File: src/rtl/mr_lsu_pkg.sv
// Shared config and types for the mr-soc load/store stage.
// Optional feature macro: MR_LSU_MISALIGN_TRAP_EN (trap misaligned H/W accesses).
package mr_lsu_pkg;

    localparam int XLEN        = 32;
    localparam int REGSEL_BITS = 5;
    localparam int STRB_W      = XLEN / 8;

    typedef enum logic [1:0] {
        MEMOP_NONE  = 2'd0,
        MEMOP_LOAD  = 2'd1,
        MEMOP_STORE = 2'd2
    } e_memops;

    typedef enum logic [1:0] {
        MEMSZ_B = 2'd0,
        MEMSZ_H = 2'd1,
        MEMSZ_W = 2'd2
    } e_memsz;

    typedef enum logic {
        LSU_IDLE = 1'b0,
        LSU_MEM  = 1'b1
    } e_lsu_state;

    // Natural alignment of the byte offset for a given access size.
    function automatic logic [1:0] align_off(input e_memsz sz, input logic [1:0] off);
        case (sz)
            MEMSZ_B: align_off = off;
            MEMSZ_H: align_off = {off[1], 1'b0};
            default: align_off = 2'b00;
        endcase
    endfunction

    // True when the offset is not naturally aligned for the size.
    function automatic logic misaligned(input e_memsz sz, input logic [1:0] off);
        case (sz)
            MEMSZ_H: misaligned = off[0];
            MEMSZ_W: misaligned = (off != 2'b00);
            default: misaligned = 1'b0;
        endcase
    endfunction

endpackage

File: src/rtl/mr_lsu_lane.sv
// Byte-lane steering for stores and extraction/extension for loads.
// Purely combinational; off is expected to be already aligned for the size.
module mr_lsu_lane
    import mr_lsu_pkg::*;
(
    input  e_memsz                size,
    input  logic [1:0]            off,
    input  logic                  sgn,
    input  logic [XLEN-1:0]       payload,
    input  logic [XLEN-1:0]       rdata,
    output logic [XLEN-1:0]       wdata,
    output logic [STRB_W-1:0]     wstrb,
    output logic [XLEN-1:0]       ld_val
);

    logic [7:0]  byte_v;
    logic [15:0] half_v;

    // Replicate store data across lanes, select enables, and extend the loaded field.
    always_comb begin
        byte_v = rdata[{off, 3'b000} +: 8];
        half_v = rdata[{off[1], 4'b0000} +: 16];
        wdata  = payload;
        wstrb  = '1;
        ld_val = rdata;
        case (size)
            MEMSZ_B: begin
                wdata  = {(XLEN/8){payload[7:0]}};
                wstrb  = STRB_W'(1) << off;
                ld_val = {{(XLEN-8){sgn & byte_v[7]}}, byte_v};
            end
            MEMSZ_H: begin
                wdata  = {(XLEN/16){payload[15:0]}};
                wstrb  = STRB_W'(3) << {off[1], 1'b0};
                ld_val = {{(XLEN-16){sgn & half_v[15]}}, half_v};
            end
            default: ;
        endcase
    end

endmodule

File: src/rtl/mr_lsu.sv
// mr-soc load/store stage: passes ALU results to writeback or performs one
// data-bus load/store per accepted request.
// Optional feature macro: MR_LSU_MISALIGN_TRAP_EN -- misaligned H/W accesses
// pulse lsu_fault instead of being silently aligned.
module mr_lsu
    import mr_lsu_pkg::*;
(
    input  logic                   clk,
    input  logic                   rst,
    input  logic                   ex_valid,
    output logic                   ex_ready,
    input  logic [XLEN-1:0]        ex_dest,
    input  logic [REGSEL_BITS-1:0] ex_dest_reg,
    input  e_memops                ex_memop,
    input  e_memsz                 ex_size,
    input  logic                   ex_signed,
    input  logic [XLEN-1:0]        ex_payload,
    output logic                   mem_req,
    output logic                   mem_we,
    output logic [XLEN-1:0]        mem_addr,
    output logic [XLEN-1:0]        mem_wdata,
    output logic [STRB_W-1:0]      mem_wstrb,
    input  logic                   mem_ack,
    input  logic [XLEN-1:0]        mem_rdata,
    output logic                   wb_valid,
    input  logic                   wb_ready,
    output logic [REGSEL_BITS-1:0] wb_reg,
    output logic [XLEN-1:0]        wb_data,
    output logic                   lsu_fault,
    output logic [XLEN-1:0]        lsu_fault_addr
);

    e_lsu_state             state_q, state_d;
    logic                   mem_req_q, mem_req_d;
    logic                   mem_we_q, mem_we_d;
    logic [XLEN-1:0]        mem_addr_q, mem_addr_d;
    logic [XLEN-1:0]        mem_wdata_q, mem_wdata_d;
    logic [STRB_W-1:0]      mem_wstrb_q, mem_wstrb_d;
    logic                   wb_valid_q, wb_valid_d;
    logic [REGSEL_BITS-1:0] wb_reg_q, wb_reg_d;
    logic [XLEN-1:0]        wb_data_q, wb_data_d;
    e_memsz                 size_q, size_d;
    logic [1:0]             off_q, off_d;
    logic                   sgn_q, sgn_d;
    logic [REGSEL_BITS-1:0] dreg_q, dreg_d;

    logic                   accept;
    logic                   is_mem;
    logic                   trap;
    logic [1:0]             off_eff;
    e_memsz                 ln_size;
    logic [1:0]             ln_off;
    logic                   ln_sgn;
    logic [XLEN-1:0]        ln_wdata;
    logic [STRB_W-1:0]      ln_wstrb;
    logic [XLEN-1:0]        ln_ld_val;

    assign ex_ready = (state_q == LSU_IDLE) && (!wb_valid_q || wb_ready);
    assign accept   = ex_valid && ex_ready;
    assign is_mem   = (ex_memop == MEMOP_LOAD) || (ex_memop == MEMOP_STORE);
    assign off_eff  = align_off(ex_size, ex_dest[1:0]);

    // The lane helper serves the incoming request in IDLE (store steering)
    // and the latched request in MEM (load extraction).
    assign ln_size = (state_q == LSU_IDLE) ? ex_size   : size_q;
    assign ln_off  = (state_q == LSU_IDLE) ? off_eff   : off_q;
    assign ln_sgn  = (state_q == LSU_IDLE) ? ex_signed : sgn_q;

    mr_lsu_lane u_lane (
        .size    (ln_size),
        .off     (ln_off),
        .sgn     (ln_sgn),
        .payload (ex_payload),
        .rdata   (mem_rdata),
        .wdata   (ln_wdata),
        .wstrb   (ln_wstrb),
        .ld_val  (ln_ld_val)
    );

`ifdef MR_LSU_MISALIGN_TRAP_EN
    logic            lsu_fault_q, lsu_fault_d;
    logic [XLEN-1:0] lsu_fault_addr_q, lsu_fault_addr_d;

    assign trap = misaligned(ex_size, ex_dest[1:0]);

    // One-cycle fault pulse on an accepted misaligned access; address is held.
    always_comb begin
        lsu_fault_d      = 1'b0;
        lsu_fault_addr_d = lsu_fault_addr_q;
        if (accept && is_mem && trap) begin
            lsu_fault_d      = 1'b1;
            lsu_fault_addr_d = ex_dest;
        end
    end

    // Fault registers.
    always_ff @(posedge clk) begin
        if (rst) begin
            lsu_fault_q      <= 1'b0;
            lsu_fault_addr_q <= '0;
        end else begin
            lsu_fault_q      <= lsu_fault_d;
            lsu_fault_addr_q <= lsu_fault_addr_d;
        end
    end

    assign lsu_fault      = lsu_fault_q;
    assign lsu_fault_addr = lsu_fault_addr_q;
`else
    assign trap           = 1'b0;
    assign lsu_fault      = 1'b0;
    assign lsu_fault_addr = '0;
`endif

    // Next-state: accept in IDLE, hold the bus in MEM until ack, drain writeback.
    always_comb begin
        state_d     = state_q;
        mem_req_d   = mem_req_q;
        mem_we_d    = mem_we_q;
        mem_addr_d  = mem_addr_q;
        mem_wdata_d = mem_wdata_q;
        mem_wstrb_d = mem_wstrb_q;
        wb_valid_d  = wb_valid_q;
        wb_reg_d    = wb_reg_q;
        wb_data_d   = wb_data_q;
        size_d      = size_q;
        off_d       = off_q;
        sgn_d       = sgn_q;
        dreg_d      = dreg_q;

        if (wb_valid_q && wb_ready)
            wb_valid_d = 1'b0;

        case (state_q)
            LSU_IDLE: begin
                if (accept) begin
                    if (ex_memop == MEMOP_NONE) begin
                        wb_data_d  = ex_dest;
                        wb_reg_d   = ex_dest_reg;
                        wb_valid_d = (ex_dest_reg != '0);
                    end else if (is_mem && !trap) begin
                        size_d      = ex_size;
                        off_d       = off_eff;
                        sgn_d       = ex_signed;
                        dreg_d      = ex_dest_reg;
                        mem_addr_d  = {ex_dest[XLEN-1:2], 2'b00};
                        mem_req_d   = 1'b1;
                        mem_we_d    = (ex_memop == MEMOP_STORE);
                        mem_wdata_d = (ex_memop == MEMOP_STORE) ? ln_wdata : '0;
                        mem_wstrb_d = (ex_memop == MEMOP_STORE) ? ln_wstrb : '0;
                        state_d     = LSU_MEM;
                    end
                end
            end
            LSU_MEM: begin
                if (mem_ack && mem_req_q) begin
                    mem_req_d = 1'b0;
                    mem_we_d  = 1'b0;
                    state_d   = LSU_IDLE;
                    if (!mem_we_q) begin
                        wb_data_d  = ln_ld_val;
                        wb_reg_d   = dreg_q;
                        wb_valid_d = (dreg_q != '0);
                    end
                end
            end
            default: state_d = LSU_IDLE;
        endcase
    end

    // FSM state and registered outputs; reset abandons any bus transfer.
    always_ff @(posedge clk) begin
        if (rst) begin
            state_q     <= LSU_IDLE;
            mem_req_q   <= 1'b0;
            mem_we_q    <= 1'b0;
            mem_addr_q  <= '0;
            mem_wdata_q <= '0;
            mem_wstrb_q <= '0;
            wb_valid_q  <= 1'b0;
            wb_reg_q    <= '0;
            wb_data_q   <= '0;
            size_q      <= MEMSZ_B;
            off_q       <= 2'b00;
            sgn_q       <= 1'b0;
            dreg_q      <= '0;
        end else begin
            state_q     <= state_d;
            mem_req_q   <= mem_req_d;
            mem_we_q    <= mem_we_d;
            mem_addr_q  <= mem_addr_d;
            mem_wdata_q <= mem_wdata_d;
            mem_wstrb_q <= mem_wstrb_d;
            wb_valid_q  <= wb_valid_d;
            wb_reg_q    <= wb_reg_d;
            wb_data_q   <= wb_data_d;
            size_q      <= size_d;
            off_q       <= off_d;
            sgn_q       <= sgn_d;
            dreg_q      <= dreg_d;
        end
    end

    assign mem_req   = mem_req_q;
    assign mem_we    = mem_we_q;
    assign mem_addr  = mem_addr_q;
    assign mem_wdata = mem_wdata_q;
    assign mem_wstrb = mem_wstrb_q;
    assign wb_valid  = wb_valid_q;
    assign wb_reg    = wb_reg_q;
    assign wb_data   = wb_data_q;

endmodule

File: config.mk
export PLATFORM = sky130hd
export DESIGN_NAME = mr_lsu
export DESIGN_NICKNAME = d
export VERILOG_FILES = /design/src/rtl/mr_lsu_pkg.sv /design/src/rtl/mr_lsu_lane.sv /design/src/rtl/mr_lsu.sv
export SDC_FILE = /design/constraint.sdc
export NUM_CORES = 1
export LEC_CHECK = 0
export BUFFER_PORTS_ARGS = -buffer_cell sky130_fd_sc_hd__buf_2
export CAP_MARGIN = 20
export CORE_MARGIN = 8
export CORE_UTILIZATION = 40
export DETAILED_ROUTE_END_ITERATION = 12
export GPL_TIMING_DRIVEN = 0
export PLACE_DENSITY_LB_ADDON = 0.2
export SLEW_MARGIN = 40
export SYNTH_ARGS = -nofsm -noshare
export SYNTH_HDL_FRONTEND = slang
export SYNTH_SLANG_ARGS = --single-unit
File: constraint.sdc
create_clock -name clk -period 2.6 [get_ports clk]
set_input_delay 0.26 -clock clk [delete_from_list [all_inputs] [get_ports clk]]
set_output_delay 0.26 -clock clk [all_outputs]
set_load 0.005 [all_outputs]
==> summary.txt, run 1 <==
Worst setup path
  • CP Max Fanout: 10
  • CP bufs+invs: 4
  • Crit path largest cell delay: slightly above 600 ps
  • Critical path type: reg2reg
  • Startpoint Class: flop
  • CP Capture Type: flop
  • Critical Path AT: 2760 ps
  • Worst Path Required: around 2900 ps
  • Slowest-stage cell, CP: or4_1
  • CP Cell Sequence: buf_4 > buf_4 > or4_1 > clkbuf_1 > clkbuf_1 > a22oi_1 > nor2_1
  • Top delay family on crit path: buffers and inverters

Global route
  • GRT Total Usage: a little under a quarter
  • Largest net degree at the start of global routing: 17
  • Initial antenna violation count: 1
  • Global-route wire length before repair: roughly 34000 um
  • Grt total ovfl: 0
  • Number of global-route vias before repair: around 6000

Layout
  • Nets: between 1000 and 1500
  • Final core occ: 55.06%
  • Layout cell share with drive strength beyond 1: about a third
  • Synthesis-to-finish area growth: 34.74%
  • Design area: roughly 8000 sq um
  • Final std cells w/o fill: ~1200

Floorplan
  • Io pins: between 200 and 300
  • Rows: 44
  • Die X: around 140 um
  • Starting Density: between 40% and 50%
  • Die ar.: around 19000 sq um
  • Core Region: 14530 sq um
  • Die Y: approximately 140 um

Yosys
  • Synthesized area: slightly below 6000 sq um
  • Yosys cell types: 55
  • Cell count after synthesis: ~740
  • Asr flop ratio synth: 0%
  • Mapped Avg Cell Area: about 8 sq um
  • Sequential fraction of the synthesis area: 39.44%
  • Primary FF master, synth: dfxtp_1
  • Post-synth EDFFs: 0
  • Seq cells post-synth: approximately 120
  • Yosys warns: 0

Timing
  • Worst-Margin Slew: between 700 and 800 ps
  • Final Hold Vio Count: 0
  • Period Utilization, post-route: 94.74%
  • Clk_skew: 12.06 ps
  • RSZ-0062 raised after global routing: false
  • Final Max Tran Viols: 0
  • Slew margin rel.: 49.94%
  • Max frequency: just over 400 MHz
  • Final Setup Violations: 0
  • Tmin final: 2463 ps
  • Setup TNS: 0 ps

Drt
  • 1st-iter DRT viols: between 500 and 600
  • M1 WL: between 9000 and 10000 um
  • Top routing layer in use: met5
  • DRT Wirelength: about 23000 um
  • Final ANT Viol Nets: 0
  • Total number of vias: roughly 6500
  • Routed len/inst: ~19 um
  • Number of remaining DRC errors: 0
  • Met2 WL: around 11000 um
  • Met3 wire length: between 2000 and 3000 um
  • Drt first pass iters: 6
  • Vias per cell: ~5.4

CTS
  • H-tree Lvls: 4
  • Num CTS Buffers: 17
  • Cts hold-fix bufs: 0
  • CTS root buf: clkbuf_16
  • TritonCTS clock tree: yes
  • Clk sinks: 117
  • Worst-Skew Late Latency: around 430 ps
  • Post_cts resized: 0
  • Worst-path clk slew: about 60 ps
  • Clk buf depth: 2
  • Post-CTS Setup Bufs: 0

Min path
  • Worst hold-check path type: in2reg

Pwr
  • VDD IR max: 473.7 uV
  • Lkg Pwr: approximately 3.5 nW
  • PwrDens: approximately 660 nW/um^2

Placement
  • IO buf count: about 220
  • Cells after DPL: 1178
  • GPL Wtd Cong: 0.9538
  • DP Area: approximately 7400 sq um
  • Hpwl dp: 18330 um

Flow run
  • Max cap viols: 0

Outcome
  • Status: completed
==> power by group <==
| group | switching (mW) | total, mW | leakage (nW) | internal (mW) |
|---|---|---|---|---|
| sequential | 0.0505 | 1.94 | 0.950 | 1.89 |
| combinational | 0.556 | 0.919 | 2.27 | 0.363 |
| clock | 0.871 | 2.45 | 0.299 | 1.58 |
| total | 1.48 | 5.31 | 3.52 | 3.83 |
==> worst reg2reg max path, stage by stage (launching register included) <==
cell and delay [ps]:
dfxtp_1 290, buf_4 160, buf_4 180, or4_1 610
clkbuf_1 370, clkbuf_1 390, a22oi_1 270, nor2_1 50
==> metal layers <==
layer  vias up  global-route usage [%]
li1       3137                       -
met1      2987                   28.28
met2       325                   38.55
met3        43                   7.428
met4         2                   8.418
met5         -                       0
==> synthesized netlist by cell type (16+ instances only) <==
master / number / area (sq um)
nor2_1: 62 / 232.7
o22ai_1: 22 / 137.6
clkbuf_1: 43 / 161.4
mux2_2: 23 / 259.0
nand3_1: 20 / 100.1
mux2i_1: 17 / 170.2
a21oi_1: 86 / 430.4
nand2_1: 132 / 495.5
o21ai_0: 22 / 110.1
nor4_1: 16 / 100.1
buf_4: 37 / 277.8
dfxtp_1: 117 / 2342
==> cells by family (layout without fill, tap and decap cells) <==
group / count (synthesis) / in the layout / share of synthesized area, %
flops: 117 / 117 / 39.44
compound gates: 208 / 208 / 22.75
buf+inv: 102 / 350 / 9.269
simple gates: 274 / 274 / 20.83
fa+ha+maj: 2 / 2 / 0.4213
mux: 40 / 40 / 7.226
other cells: 1 / 36 / 0.06314
==> cell type report <==
| class | count | area (sq um) |
|---|---|---|
| Buffer | 98 | 536.8 |
| Multi-Input combinational cell | 559 | 3174 |
| Clock buffer | 21 | 470.5 |
| Timing Repair Buffer | 216 | 1081 |
| Inverter | 4 | 15.01 |
| Clock inverter | 11 | 150.1 |
| Fill cell | 1456 | 6531 |
| Tap cell | 184 | 230.2 |
| Sequential cell | 117 | 2342 |
| Antenna cell | 1 | 2.502 |
==> stage by stage <==
step                      power [mW]  setup slack, ps  hold slack [ps]
after floorplan                2.493            621.2            396.0
after global placement         2.876            97.81            436.7
after detailed placement       2.881            108.5            442.3
after CTS                      5.320            4.095            78.54
after global routing           5.513            21.78            89.03
final                          5.311            136.7            85.18
==> worst paths after layout <==
check	slack (ps)	depth (start not counted)	end	startpoint
setup / recovery	140	7	mem_wdata[12]	state_q
hold / removal	90	3	mem_addr[25]	ex_dest[25]
setup reg to reg	140	7	mem_wdata[12]	state_q
hold reg to reg	450	2	mem_wdata[31]	mem_wdata[31]
==> cell usage in the layout (no fill, tap or decap), types with 4 or more instances in the layout <==
master,synthesis,layout
clkbuf_1,43,44
conb_1,1,35
dfxtp_1,117,117
a31oi_1,7,7
buf_1,5,4
clkinv_4,0,4
inv_1,4,4
a311oi_1,7,7
mux2_2,23,23
a221oi_1,9,9
o21ai_0,22,22
a21oi_1,86,86
nor2_1,62,62
mux2i_1,17,17
nand2b_1,4,4
a211oi_1,7,7
a221o_1,7,7
or3_1,8,8
nor4_1,16,16
a22oi_1,11,11
clkbuf_16,0,17
nor3_1,5,5
o21a_1,7,7
buf_2,11,227
and2_1,4,4
o22ai_1,22,22
nand3_1,20,20
buf_4,37,37
and3_1,8,8
o221ai_1,9,9
nand2_1,132,132
Power figures use the tool's default switching activity.
==> inputs of run 2 (changes only) <==
Settings changed: SETUP_SLACK_MARGIN from default to 0.15.
==> run 2 against run 1 <==
Net effect:
- routed wire length fell by 0.20%
- global-route usage unchanged
- flip-flop and latch count unchanged
==> summary.txt, run 2 (synthesis gave the netlist of run 1 again) <==
Outcome
  • Status: completed

Worst setup path
  • Internal reg-to-reg setup slack: 220 ps
  • CP Cell Sequence: buf_4 > buf_4 > mux2i_1 > buf_2 > buf_2 > nand2_1 > o21ai_0 > a211oi_1 > a211oi_1
  • Startpoint Class: flop
  • Worst reg2reg endpoint: wb_data[7]
  • Crit path largest cell delay: between 300 and 400 ps
  • Critical Path AT: about 2700 ps
  • Top delay family on crit path: buffers and inverters
  • CP Capture Type: flop
  • R2R cell count: 9
  • Worst Path Required: just under 3000 ps
  • Slowest-stage cell, CP: mux2i_1
  • Setup crit end: wb_data[7]
  • CP Launch Point: state_q
  • CP Max Fanout: 10
  • Crit. path cell count: 9
  • RR Startpoint: state_q
  • CP bufs+invs: 4
  • Critical path type: reg2reg

CTS
  • TritonCTS clock tree: yes
  • Num CTS Buffers: 17
  • Post-CTS Setup Bufs: 0
  • Worst-Skew Late Latency: ~430 ps
  • Clk sinks: roughly 120
  • CTS root buf: clkbuf_16
  • H-tree Lvls: 4
  • Worst-path clk slew: 60 ps
  • Clk buf depth: 2

Drt
  • Final ANT Viol Nets: 0
  • Total number of vias: about 6500
  • Number of remaining DRC errors: 0
  • DRT Wirelength: approximately 23000 um
  • 1st-iter DRT viols: roughly 540
  • Drt first pass iters: 5
  • Vias per cell: roughly 5.3
  • Routed len/inst: around 19 um

Timing
  • Clk_skew: between 10 and 15 ps
  • Tmin final: ~2400 ps
  • Final Setup Violations: 0
  • Final Max Tran Viols: 0
  • RSZ-0062 raised after global routing: true
  • Final Worst Setup Slack: approximately 220 ps
  • Max frequency: around 420 MHz
  • Worst-Margin Slew: 686.6 ps
  • Slew margin rel.: 53.85%
  • Final Hold Vio Count: 0
  • Period Utilization, post-route: between 90% and 100%
  • Setup TNS: 0 ps

Layout
  • Filler Cell Count: ~1500
  • Nets: between 1000 and 1500
  • Commonest non-fill, non-tap cells in the layout: buf_2, nand2_1, dfxtp_1
  • Final std cells w/o fill: roughly 1200
  • Most common cell after layout, fill and taps aside: buf_2
  • Layout cell share with drive strength beyond 1: 32.94%
  • Synthesis-to-finish area growth: 35.10%
  • Final core occ: 55.21%

Floorplan
  • Core Region: ~15000 sq um
  • Die Y: between 100 and 150 um
  • Die ar.: between 15000 and 20000 sq um
  • Rows: 44
  • Io pins: approximately 250
  • Die X: around 140 um
  • Starting Density: 40.87%

Placement
  • GPL Wtd Cong: around 0.95
  • Hpwl dp: between 15000 and 20000 um
  • Post-place setup slack: about 110 ps
  • IO buf count: between 200 and 250
  • Cells after DPL: 1178

Global route
  • Initial antenna violation count: 1
  • GRT Total Usage: between 20% and 30%
  • Number of global-route vias before repair: ~6100
  • Global-route wire length before repair: between 30000 and 40000 um
  • Grt total ovfl: 0
  • Largest net degree at the start of global routing: 17

Flow run
  • Max cap viols: 0

Pwr
  • PwrDens: 662.4 nW/um^2
  • Lkg Pwr: around 3.5 nW
  • VDD IR max: approximately 470 uV

Min path
  • Worst hold-check path type: in2reg
-- run 2: cell count changes in the layout (fill, tap and decap cells not counted) --
cell,delta
clkbuf_2,+5
buf_2,+1
buf_1,-2
nor2_1,-1
clkbuf_1,-4
a21oi_4,+1
a21oi_1,-1
nor2_2,+1
-- run 2: routing by layer --
layer,global-route usage (%),share of wire (%),vias to the layer above
met3,7.428,11,38
met4,8.418,2.0,2
met2,38.55,47,319
met1,28.28,40,2977
li1,-,-,3138
met5,0,0.034,-
-- run 2: worst min-delay path by stage --
| stage | start | endpoint | cells past startpoint |
|---|---|---|---|
| 3_5_place_dp | mem_wdata[31] | mem_wdata[31] | 2 |
| 6_report | ex_dest[3] | mem_addr[3] | 3 |
| 4_1_cts | ex_dest[3] | mem_addr[3] | 3 |
| 2_1_floorplan | ex_dest_reg[0] | dreg_q[0] | 2 |
| 5_1_grt | ex_dest[26] | mem_addr[26] | 3 |
| 3_3_place_gp | mem_wdata[23] | mem_wdata[23] | 2 |
-- run 2: repair_timing --
item | 4_1_cts | 5_1_grt
hold buffers | 0 | 0
hold endpoints to repair | 0 | 0
gates resized for setup | 2 | 11
setup endpoints to repair | 5 | 56
-- run 2: layout make-up --
class / count / area (sq um) / area share [%]
Tap cell: 184 / 230.2 / 2.869
Clock buffer: 21 / 470.5 / 5.863
Sequential cell: 117 / 2342 / 29.19
Multi-Input combinational cell: 559 / 3188 / 39.73
Antenna cell: 1 / 2.502 / 0.03119
Clock inverter: 11 / 150.1 / 1.871
Inverter: 4 / 15.01 / 0.1871
Timing Repair Buffer: 216 / 1081 / 13.47
Buffer: 98 / 544.3 / 6.783
-- run 2: stage by stage --
stage	power [mW]	cell area [sq um]	hold WS, ps
2_1_floorplan	2.493	6067	396.0
3_3_place_gp	2.876	7378	436.7
3_5_place_dp	2.881	7378	442.3
4_1_cts	5.320	8001	78.54
5_1_grt	5.520	8021	89.03
6_report	5.315	8024	86.16
-- run 2: worst reg2reg max path, cell delays in order (launching register included) --
cell and delay (ps):
dfxtp_1 300, buf_4 180, buf_4 200, mux2i_1 380, buf_2 310, buf_2 310
nand2_1 80, o21ai_0 240, a211oi_1 110, a211oi_1 190
-- run 2: power by group --
group | switching (mW) | internal (mW) | total, mW
combinational | 0.558 | 0.366 | 0.924
sequential | 0.0508 | 1.89 | 1.94
clock | 0.870 | 1.58 | 2.45
total | 1.48 | 3.84 | 5.32
==> inputs of run 3 (changes only) <==
Clock period 2.6 ns to 3 ns, I/O delays scaled along.
==> run 3 against run 2 <==
Net effect:
- routed wire length rose by 0.17%
- die area did not move
- worst hold slack improved by 38 ps
- via count rose by 0.65%
- sequential power fell by 13%
- clock skew barely moved
- first-iteration DRC count rose by 0.37%
- non-clock buffer count did not move
- cell area fell by 0.25%
- register-to-register slack improved by 320 ps
- global-route usage did not move
- critical path depth fell by 3
==> summary.txt, run 3 (synthesis gave the netlist of run 1 again) <==
Min path
  • Hold depth: 3
  • Hold endpoint: mem_addr[3]
  • Hold path start: ex_dest[3]
  • Worst hold-check path type: in2reg

Worst setup path
  • CP Max Fanout: 10
  • RR Startpoint: state_q
  • Startpoint Class: flop
  • Internal reg-to-reg setup slack: 540 ps
  • Worst Path Required: between 2000 and 3000 ps
  • Critical path type: reg2out
  • R2R cell count: 7
  • Worst reg2reg endpoint: mem_wstrb[3]
  • CP Capture Type: primary output
  • Critical Path AT: ~2400 ps

Global route
  • Grt total ovfl: 0
  • Global-route wire length before repair: around 34000 um
  • GRT Total Usage: 23.49%
  • Largest net degree at the start of global routing: 17
  • Number of global-route vias before repair: 6138
  • Initial antenna violation count: 1

Timing
  • Worst-Margin Slew: 759.2 ps
  • Final hold slack: around 120 ps
  • RSZ-0062 raised after global routing: false
  • Period Utilization, post-route: between 80% and 90%
  • Tmin final: between 2000 and 3000 ps
  • Final Setup Violations: 0
  • Slew margin rel.: around half
  • Final Max Tran Viols: 0
  • Clk_skew: approximately 12 ps
  • Max frequency: ~380 MHz
  • Final Hold Vio Count: 0
  • Setup TNS: 0 ps

CTS
  • CTS root buf: clkbuf_16
  • Clk sinks: 117
  • Worst-path clk slew: roughly 60 ps
  • Post_cts resized: 0
  • Worst-Skew Late Latency: 430 ps
  • TritonCTS clock tree: yes
  • Post-CTS Setup Bufs: 0
  • Num CTS Buffers: 17
  • H-tree Lvls: 4
  • Clk buf depth: 2
  • Cts hold-fix bufs: 0

Placement
  • IO buf count: roughly 220
  • Hpwl dp: approximately 18000 um
  • GPL Wtd Cong: approximately 0.95
  • DP Area: between 7000 and 8000 sq um

Floorplan
  • Starting Density: approximately 40%
  • Die X: about 140 um
  • Rows: 44
  • Io pins: 253
  • Core Region: 14530 sq um
  • Die Y: ~140 um
  • Die ar.: about 19000 sq um

Flow run
  • Max cap viols: 0

Drt
  • DRT Wirelength: between 20000 and 25000 um
  • Vias per cell: about 5.4
  • Final ANT Viol Nets: 0
  • Total number of vias: 6516
  • Routed len/inst: between 15 and 20 um
  • Drt first pass iters: 6
  • Number of remaining DRC errors: 0
  • 1st-iter DRT viols: between 500 and 600

Layout
  • Synthesis-to-finish area growth: 34.76%
  • Most common cell after layout, fill and taps aside: buf_2
  • Nets: 1126
  • Commonest non-fill, non-tap cells in the layout: buf_2, nand2_1, dfxtp_1
  • Layout cell share with drive strength beyond 1: between 30% and 40%
  • Design area: about 8000 sq um

Pwr
  • Switch Pwr: 1.280 mW
  • Clock share of power: between 40 and 50%
  • Internal Power: between 3 and 4 mW
  • Lkg Pwr: between 3 and 4 nW
  • VDD IR max: about 410 uV
  • PwrDens: around 570 nW/um^2
  • Sequential share of power: a little over a third
  • Sw frac: roughly 28%
  • Comb pwr share: between 15 and 20%

Outcome
  • Status: completed
run 3: worst max-delay path, stage by stage, from the launching register on:
cell,delay [ps]
dfxtp_1,300
buf_4,170
buf_4,200
clkbuf_1,390
buf_1,530
nor2_1,170
buf_2,180
run 3: worst max-delay path by stage:
stage / start / endpoint / slack (ps) / cells after the start
2_1_floorplan: ex_size[1] / wb_data[30] / 990 / 7
3_3_place_gp: ex_memop[0] / mem_wdata[11] / 460 / 9
3_5_place_dp: ex_memop[0] / mem_wdata[12] / 470 / 9
4_1_cts: state_q / ex_ready / 360 / 6
5_1_grt: state_q / ex_ready / 220 / 6
6_report: state_q / ex_ready / 350 / 6
run 3: area by class of cell:
| cell class | count | area [sq um] |
|---|---|---|
| Fill cell | 1455 | 6530 |
| Multi-Input combinational cell | 559 | 3174 |
| Sequential cell | 117 | 2342 |
| Timing Repair Buffer | 216 | 1081 |
| Buffer | 98 | 535.5 |
| Clock buffer | 21 | 470.5 |
| Tap cell | 184 | 230.2 |
| Clock inverter | 11 | 150.1 |
| Inverter | 4 | 15.01 |
| Antenna cell | 2 | 5.005 |
run 3: metrics by stage:
step	std cells	setup WS [ps]	power (mW)	util, %
floorplan	778	987.5	2.160	-
global placement	1178	457.8	2.493	50.77
global route	1210	216.9	4.778	55.04
detailed placement	1178	468.5	2.497	50.77
CTS	1210	364.1	4.610	55.04
finish	1212	345.6	4.602	55.07
run 3: layer usage:
| layer | vias up | global-route usage [%] | share of wire (%) |
|---|---|---|---|
| li1 | 3138 | - | - |
| met3 | 41 | 7.428 | 11 |
| met2 | 339 | 38.55 | 47 |
| met5 | - | 0 | 0.034 |
| met4 | 2 | 8.418 | 2.2 |
| met1 | 2996 | 28.28 | 40 |
run 3: power by group through the flow:
stage / registers, mW / logic, mW / clock network (mW)
final: 1.68 / 0.796 / 2.13
after global routing: 1.69 / 0.865 / 2.22
after CTS: 1.68 / 0.789 / 2.14
after detailed placement: 1.71 / 0.785 / 0
after global placement: 1.71 / 0.783 / 0
after floorplan: 1.71 / 0.446 / 0
